## src/rtl/pocket_video_out.sv

```systemverilog
// Pocket video output stage: registers timing-generator sync/blank/RGB onto the Pocket bus and measures active geometry.
// Optional end-of-line marker word on video_rgb is enabled by defining POCKET_EOL_EN.
module pocket_video_out #(
  parameter int unsigned EXP_W    = 256,
  parameter int unsigned EXP_H    = 240,
  parameter logic [23:0] EOL_WORD = 24'h000000
) (
  input  logic        vclk,
  input  logic        reset,
  input  logic [23:0] rgbin,
  input  logic        hb,
  input  logic        vb,
  input  logic        hs,
  input  logic        vs,
  output logic [23:0] video_rgb,
  output logic        video_de,
  output logic        video_hs,
  output logic        video_vs,
  output logic [9:0]  active_w,
  output logic [8:0]  active_h,
  output logic [15:0] frame_cnt,
  output logic        geom_ok
);

  localparam int unsigned W_BITS = 10;
  localparam int unsigned H_BITS = 9;
  localparam int unsigned F_BITS = 16;

`ifdef POCKET_EOL_EN
  localparam bit EOL_EN = 1'b1;
`else
  localparam bit EOL_EN = 1'b0;
`endif

  logic              hs_q;
  logic              vs_q;
  logic              first_frame;
  logic [W_BITS-1:0] pix_cnt;
  logic [H_BITS-1:0] line_cnt;

  logic              de_c;
  logic              de_fall_c;
  logic              hs_fall_c;
  logic              vs_fall_c;
  logic [H_BITS-1:0] lines_c;
  logic [W_BITS-1:0] width_c;
  logic [23:0]       blank_rgb_c;

  // Edge detection; lines_c/width_c fold in a de fall landing on the vs edge.
  always_comb begin
    de_c        = !hb && !vb;
    de_fall_c   = video_de && !de_c;
    hs_fall_c   = hs_q && !hs;
    vs_fall_c   = vs_q && !vs;
    lines_c     = line_cnt;
    if (de_fall_c && (line_cnt != '1)) lines_c = line_cnt + H_BITS'(1);
    width_c     = de_fall_c ? pix_cnt : active_w;
    blank_rgb_c = (EOL_EN && de_fall_c) ? EOL_WORD : 24'h000000;
  end

  always_ff @(posedge vclk) begin
    if (reset) begin
      video_rgb   <= '0;
      video_de    <= 1'b0;
      video_hs    <= 1'b0;
      video_vs    <= 1'b0;
      active_w    <= '0;
      active_h    <= '0;
      frame_cnt   <= '0;
      geom_ok     <= 1'b0;
      hs_q        <= 1'b1;
      vs_q        <= 1'b1;
      first_frame <= 1'b1;
      pix_cnt     <= '0;
      line_cnt    <= '0;
    end else begin
      hs_q      <= hs;
      vs_q      <= vs;
      video_de  <= de_c;
      video_hs  <= hs_fall_c;
      video_vs  <= vs_fall_c;
      video_rgb <= de_c ? rgbin : blank_rgb_c;

      // Pixel counter saturates; latched into active_w when the line ends.
      if (de_fall_c) begin
        active_w <= pix_cnt;
        pix_cnt  <= '0;
      end else if (de_c && (pix_cnt != '1)) begin
        pix_cnt <= pix_cnt + W_BITS'(1);
      end

      // The first vs after reset only arms measurement; the partial frame is discarded.
      if (vs_fall_c) begin
        active_h  <= lines_c;
        line_cnt  <= '0;
        frame_cnt <= frame_cnt + F_BITS'(1);
        if (first_frame) begin
          first_frame <= 1'b0;
        end else begin
          geom_ok <= (width_c == W_BITS'(EXP_W)) && (lines_c == H_BITS'(EXP_H));
        end
      end else begin
        line_cnt <= lines_c;
      end
    end
  end

endmodule

```

## config.mk

```make
export PLATFORM = sky130hd
export DESIGN_NAME = pocket_video_out
export DESIGN_NICKNAME = d
export VERILOG_FILES = /design/src/rtl/pocket_video_out.sv
export SDC_FILE = /design/constraint.sdc
export NUM_CORES = 1
export LEC_CHECK = 0
export CAP_MARGIN = 15
export CELL_PAD_IN_SITES_DETAIL_PLACEMENT = 1
export CELL_PAD_IN_SITES_GLOBAL_PLACEMENT = 1
export CORE_UTILIZATION = 32
export DETAILED_ROUTE_END_ITERATION = 10
export PLACE_DENSITY = 0.76
export SYNTH_ARGS = -nofsm -noshare
export SYNTH_HDL_FRONTEND = slang
export SYNTH_SLANG_ARGS = --single-unit
```

## constraint.sdc

```tcl
create_clock -name vclk -period 1.94 [get_ports vclk]
set_input_delay 0.194 -clock vclk [delete_from_list [all_inputs] [get_ports vclk]]
set_output_delay 0.194 -clock vclk [all_outputs]
set_load 0.01 [all_outputs]
```

* After elaboration in Yosys (flattened, before gate mapping)
Cells that the tools add are included.
** Storage, ports and cells
- Register bits after elaboration :: 85
- Bits of input ports :: 30
- Output and inout port bits :: 63
- Logic and storage cells :: 40
** Operators by class
- Add/sub/neg operators :: 3
- Equality and inequality tests :: 4
- Muxes and demuxes :: 2
- Bitwise logic cells :: 2
- Reductions and logical operators :: 16
** Operators with widths (count)
- 16-bit by 1-bit adder with 16-bit output (second input constant) :: 1
- 10-bit by 1-bit adder with 10-bit output (second input constant) :: 1
- 10-bit by 9-bit == test with 1-bit output (second input constant) :: 1
- 10-bit 2-to-1 mux :: 1
- 10-bit inequality test (second input constant) :: 1
- 9-bit by 1-bit adder with 9-bit output (second input constant) :: 1
- 9-bit by 8-bit == test with 1-bit output (second input constant) :: 1
- 9-bit 2-to-1 mux :: 1
- 9-bit inequality test (second input constant) :: 1
- 1-bit logical AND :: 7
- 2-bit OR reduction :: 3
- 1-bit logical NOT :: 5
- 1-bit NOT :: 2
- 2-bit AND reduction :: 1

* Depth between registers and ports, before layout
- Depth after elaboration :: 8
- Gate-level depth with buffers :: 10
- Depth with buffers taken out :: 9

* Worst setup path after synthesis
OpenSTA, ideal clock, no wires.
- Path type :: reg2reg
- Start :: register line_cnt[0]
- End :: register geom_ok
- Library setup time :: 84 ps
- Data arrival time :: 2023 ps
- Required time :: 1856 ps
- Path slack :: -168 ps
- Stages on the path, launching flop included :: 10
- Path buffers :: 1
- Clock period less this slack :: 2108 ps
- Cells stage by stage :: dfxtp_1 -> ha_1 -> nand3_1 -> nor2_1 -> ha_1 -> clkbuf_1 -> nor4_2 -> xnor2_1 -> or3_1 -> o31ai_2
** Between the ends
- Word-level cells in the longest chain between the ends :: 5
- Elaborated cells between the ends (all ways) :: 6
- Those cells by class :: add/sub (1); eq/ne (2); mux (1); reduce/logical (2)
** RTL lines
- from (decl) :: line 39 : logic [H_BITS-1:0] line_cnt;
- from (signal assigned) :: line 103 : line_cnt <= lines_c;
- branches (longest 2 deep; another with 9-bit by 1-bit adder with 9-bit output)
- 9-bit 2-to-1 mux * :: line 56 : if (de_fall_c && (line_cnt != '1)) lines_c = line_cnt + H_BITS'(1);
- 9-bit by 8-bit == test with 1-bit output * :: line 100 : geom_ok <= (width_c == W_BITS'(EXP_W)) && (lines_c == H_BITS'(EXP_H));
- 1-bit logical AND * :: line 100
- to (signal assigned) :: line 100
- to (decl) :: line 22 : output logic geom_ok
Mark *: on every way between the ends.
A chain may end at the register's enable or synchronous reset.

* Final worst setup path
- Start :: register line_cnt[4]
- End :: register geom_ok
The elaborated chain is that of the path after synthesis.

==> key figures <==
Worst setup path
  • Top delay family on crit path: simple AND/OR/NAND/NOR gates
  • WP data arrival: between 2 and 2.5 ns
  • FF-to-FF path depth: 8
  • Crit path buf inv count: 0
  • CP max stage cell: dfxtp_2
  • Slowest Stage Delay on Critical Path: 0.34 ns
  • Worst path depth: 8
  • Critical path required time: ~2.2 ns
  • Setup CP Type: reg -> reg
  • CP cell instances: nand4_1, nor2_4, ha_4, nor4b_4, a21oi_2, o31ai_2, nand4_1, o31ai_2
  • Worst Path Max Fanout: 2
  • CP Launch Type: flop
  • Nature of the critical path endpoint: flop

Drt
  • WL per Instance: roughly 15 um
  • Iteration-0 DRC Markers: 59
  • Antenna-violating nets left: 0
  • DRC violations left: 0
  • Post-Route WL: slightly below 9000 um
  • Vias post-DR: 2806
  • Vias per cell: about 4.7
  • Pre-antenna DRT Iters: 4

Floorplan
  • Row cnt: 36
  • Core Area: 9774 um^2
  • Initial core utilization: 0.3309
  • I/O Pins: 93
  • Die ar.: ~11000 um^2
  • Die H: 102.5 um
  • Die Wd: 102.5 um

GRT
  • First-pass GRT wire length: 14150 um
  • Grt ovf: 0
  • Vias in the first global route: 2860
  • GR Util All Layers: 0.1754
  • Largest net degree at the start of global routing: 31
  • Antenna violations before repair: 0

Place
  • IO Port Bufs: 92
  • Area after DPL: 4523 um^2
  • GP Congestion: 0.7924
  • Detail Placement HPWL: 6660 um

Clock network
  • CTS Hold Bufs: 0
  • Clock Path Buffers: 2
  • Latest clock arrival within the worst-skew pair: roughly 0.36 ns
  • CTS root buf: clkbuf_8
  • CTS Sinks: 85
  • Htree depth: 3
  • Worst-path clk slew: 0.09 ns
  • CTS tree: yes
  • CTS Buf Count: 9

Final layout
  • Filler cells: 1124
  • Nets: roughly 500
  • Layout cell share with drive strength beyond 1: 0.1520
  • Antenna Cells: 0
  • Area growth from synthesis to layout: 47.74%
  • Final Cell Area: approximately 4800 um^2

STA
  • Min Clock Period, post-route: 1.890 ns
  • Post-route setup TNS: 0 ns
  • Worst Max-Slew Pin Slew: 0.4829 ns
  • Hold Fails Final Rpt: 0
  • Max-slew violation count: 0
  • Max frequency: between 0.5 and 0.6 GHz
  • Final period utilization: 0.9743
  • Final hold slack: 0.3842 ns
  • RSZ-0062 raised after global routing: yes
  • Clock skew: between 0.01 and 0.015 ns
  • Endpoints failing setup: 0
  • Max_slew headroom: 0.6738

Pwr
  • VDD IR-drop max: roughly 0.00033 V
  • Total power: 3219 uW
  • PwrDens: 673.6 nW/um^2
  • Leakage: around 0.0017 uW

Synthesis
  • Number of flops mapped to enable cells by yosys: 0
  • Flops & latches, synth: 85
  • Syn nets: 377
  • Top_reg_cell synth: dfxtp_1
  • Netlist Area Pre-Place: 3234 um^2
  • Distinct cells, synth: 43
  • Yosys warns: 0
  • Cells after Synth: 343
  • Synth async-reset ratio: 0
  • Avg Cell Area, Syn: 9.430 um^2
  • Sequential element share of the synthesized area: 0.5261

Status
  • Status: complete, no violations

Run
  • MaxCap Viol Count: 0

Worst hold path
  • Hold crit path type: in -> reg
  • Hold Path Depth: 2
-- cell usage in the layout, fill, tap and decap left out, types with 3 or more instances in the layout --
cell type,instances
a211oi_1,9
a21oi_1,15
and2_1,27
and3_1,4
and4_1,3
buf_4,31
clkbuf_8,9
clkdlybuf4s50_1,92
clkinvlp_4,3
dfxtp_1,79
dfxtp_2,6
inv_1,3
mux2i_1,3
nand2_1,34
nand2b_1,3
nand3_1,8
nand4_1,9
nor2_1,43
nor2b_1,3
nor3_1,8
o21ai_0,4
or3_1,4
xnor2_1,13
xor2_1,14
-- per-layer routing --
layer | GRT usage | up-vias | part of all wire
li1 | - | 1395 | -
met1 | 0.2120 | 1357 | 0.44
met2 | 0.3113 | 42 | 0.52
met3 | 0.02915 | 12 | 0.023
met4 | 0.06593 | 0 | 0.016
met5 | 0 | - | 0
-- report_power, final --
group          leakage (uW)  internal, uW  switching [uW]
combinational      0.000922           166             124
clock             0.0000793           472             655
sequential         0.000693          1780            19.6
-- final timing paths --
check,start,endpoint,slack [ns]
setup reg to reg,line_cnt[4],geom_ok,0.05
setup / recovery,line_cnt[4],geom_ok,0.05
hold / removal,rgbin[22],video_rgb[22],0.38
hold reg to reg,hs_q,video_hs,0.42
-- repair_timing --
action                     CTS  global route
buffers inserted             2             1
setup endpoints to repair    6             1
pin swaps                    5             7
resized for setup            7             8
-- cells by family (layout without fill, tap and decap cells) --
kind of cell | count (synthesis) | after routing | synth area share
fa+ha+maj | 4 | 4 | 0.01547
simple gates | 165 | 165 | 0.2673
flops | 85 | 85 | 0.5261
xor+xnor | 27 | 27 | 0.07312
compound gates | 39 | 39 | 0.08318
mux | 3 | 3 | 0.009285
buf+inv | 20 | 144 | 0.02553
-- through the flow --
stage,utilization,cells,setup slack [ns]
6_report,0.4889,600,0.04989
5_1_grt,0.4889,600,-0.08396
4_1_cts,0.4857,599,0.009716
3_5_place_dp,0.4628,581,-0.2469
3_3_place_gp,0.4628,581,-0.07743
2_1_floorplan,-,343,0.01400
-- synthesized netlist by cell type, types with 4 or more instances --
cell      number  area share
a211oi_1       9       0.021
a21oi_1       16       0.025
and2_1        27       0.052
and3_1         4      0.0077
clkbuf_1      15       0.017
dfxtp_1       85        0.53
ha_1           4       0.015
nand2_1       34       0.039
nand3_1        9       0.014
nand4_1        9       0.017
nor2_1        44       0.051
nor3_1         9       0.014
o21ai_0        4      0.0062
or3_1          4      0.0077
xnor2_1       13       0.035
xor2_1        14       0.038
-- layout make-up --
cell class	count	area [um^2]	area share
Multi-Input combinational cell	238	1525	0.3192
Sequential cell	85	1709	0.3577
Tap cell	133	166.4	0.03483
Clock inverter	6	45.04	0.009427
Inverter	3	11.26	0.002357
Timing Repair Buffer	125	1194	0.2498
Clock buffer	10	127.6	0.02671
-- registers in the layout, indices dropped and copies added, names as in the netlist --
register,count
vs_q,1
pix_cnt,10
active_h,9
line_cnt,9
frame_cnt,16
video_de,1
video_vs,1
first_frame,1
geom_ok,1
hs_q,1
video_rgb,24
active_w,10
video_hs,1
No activity file was read; power rests on OpenSTA's default activity.
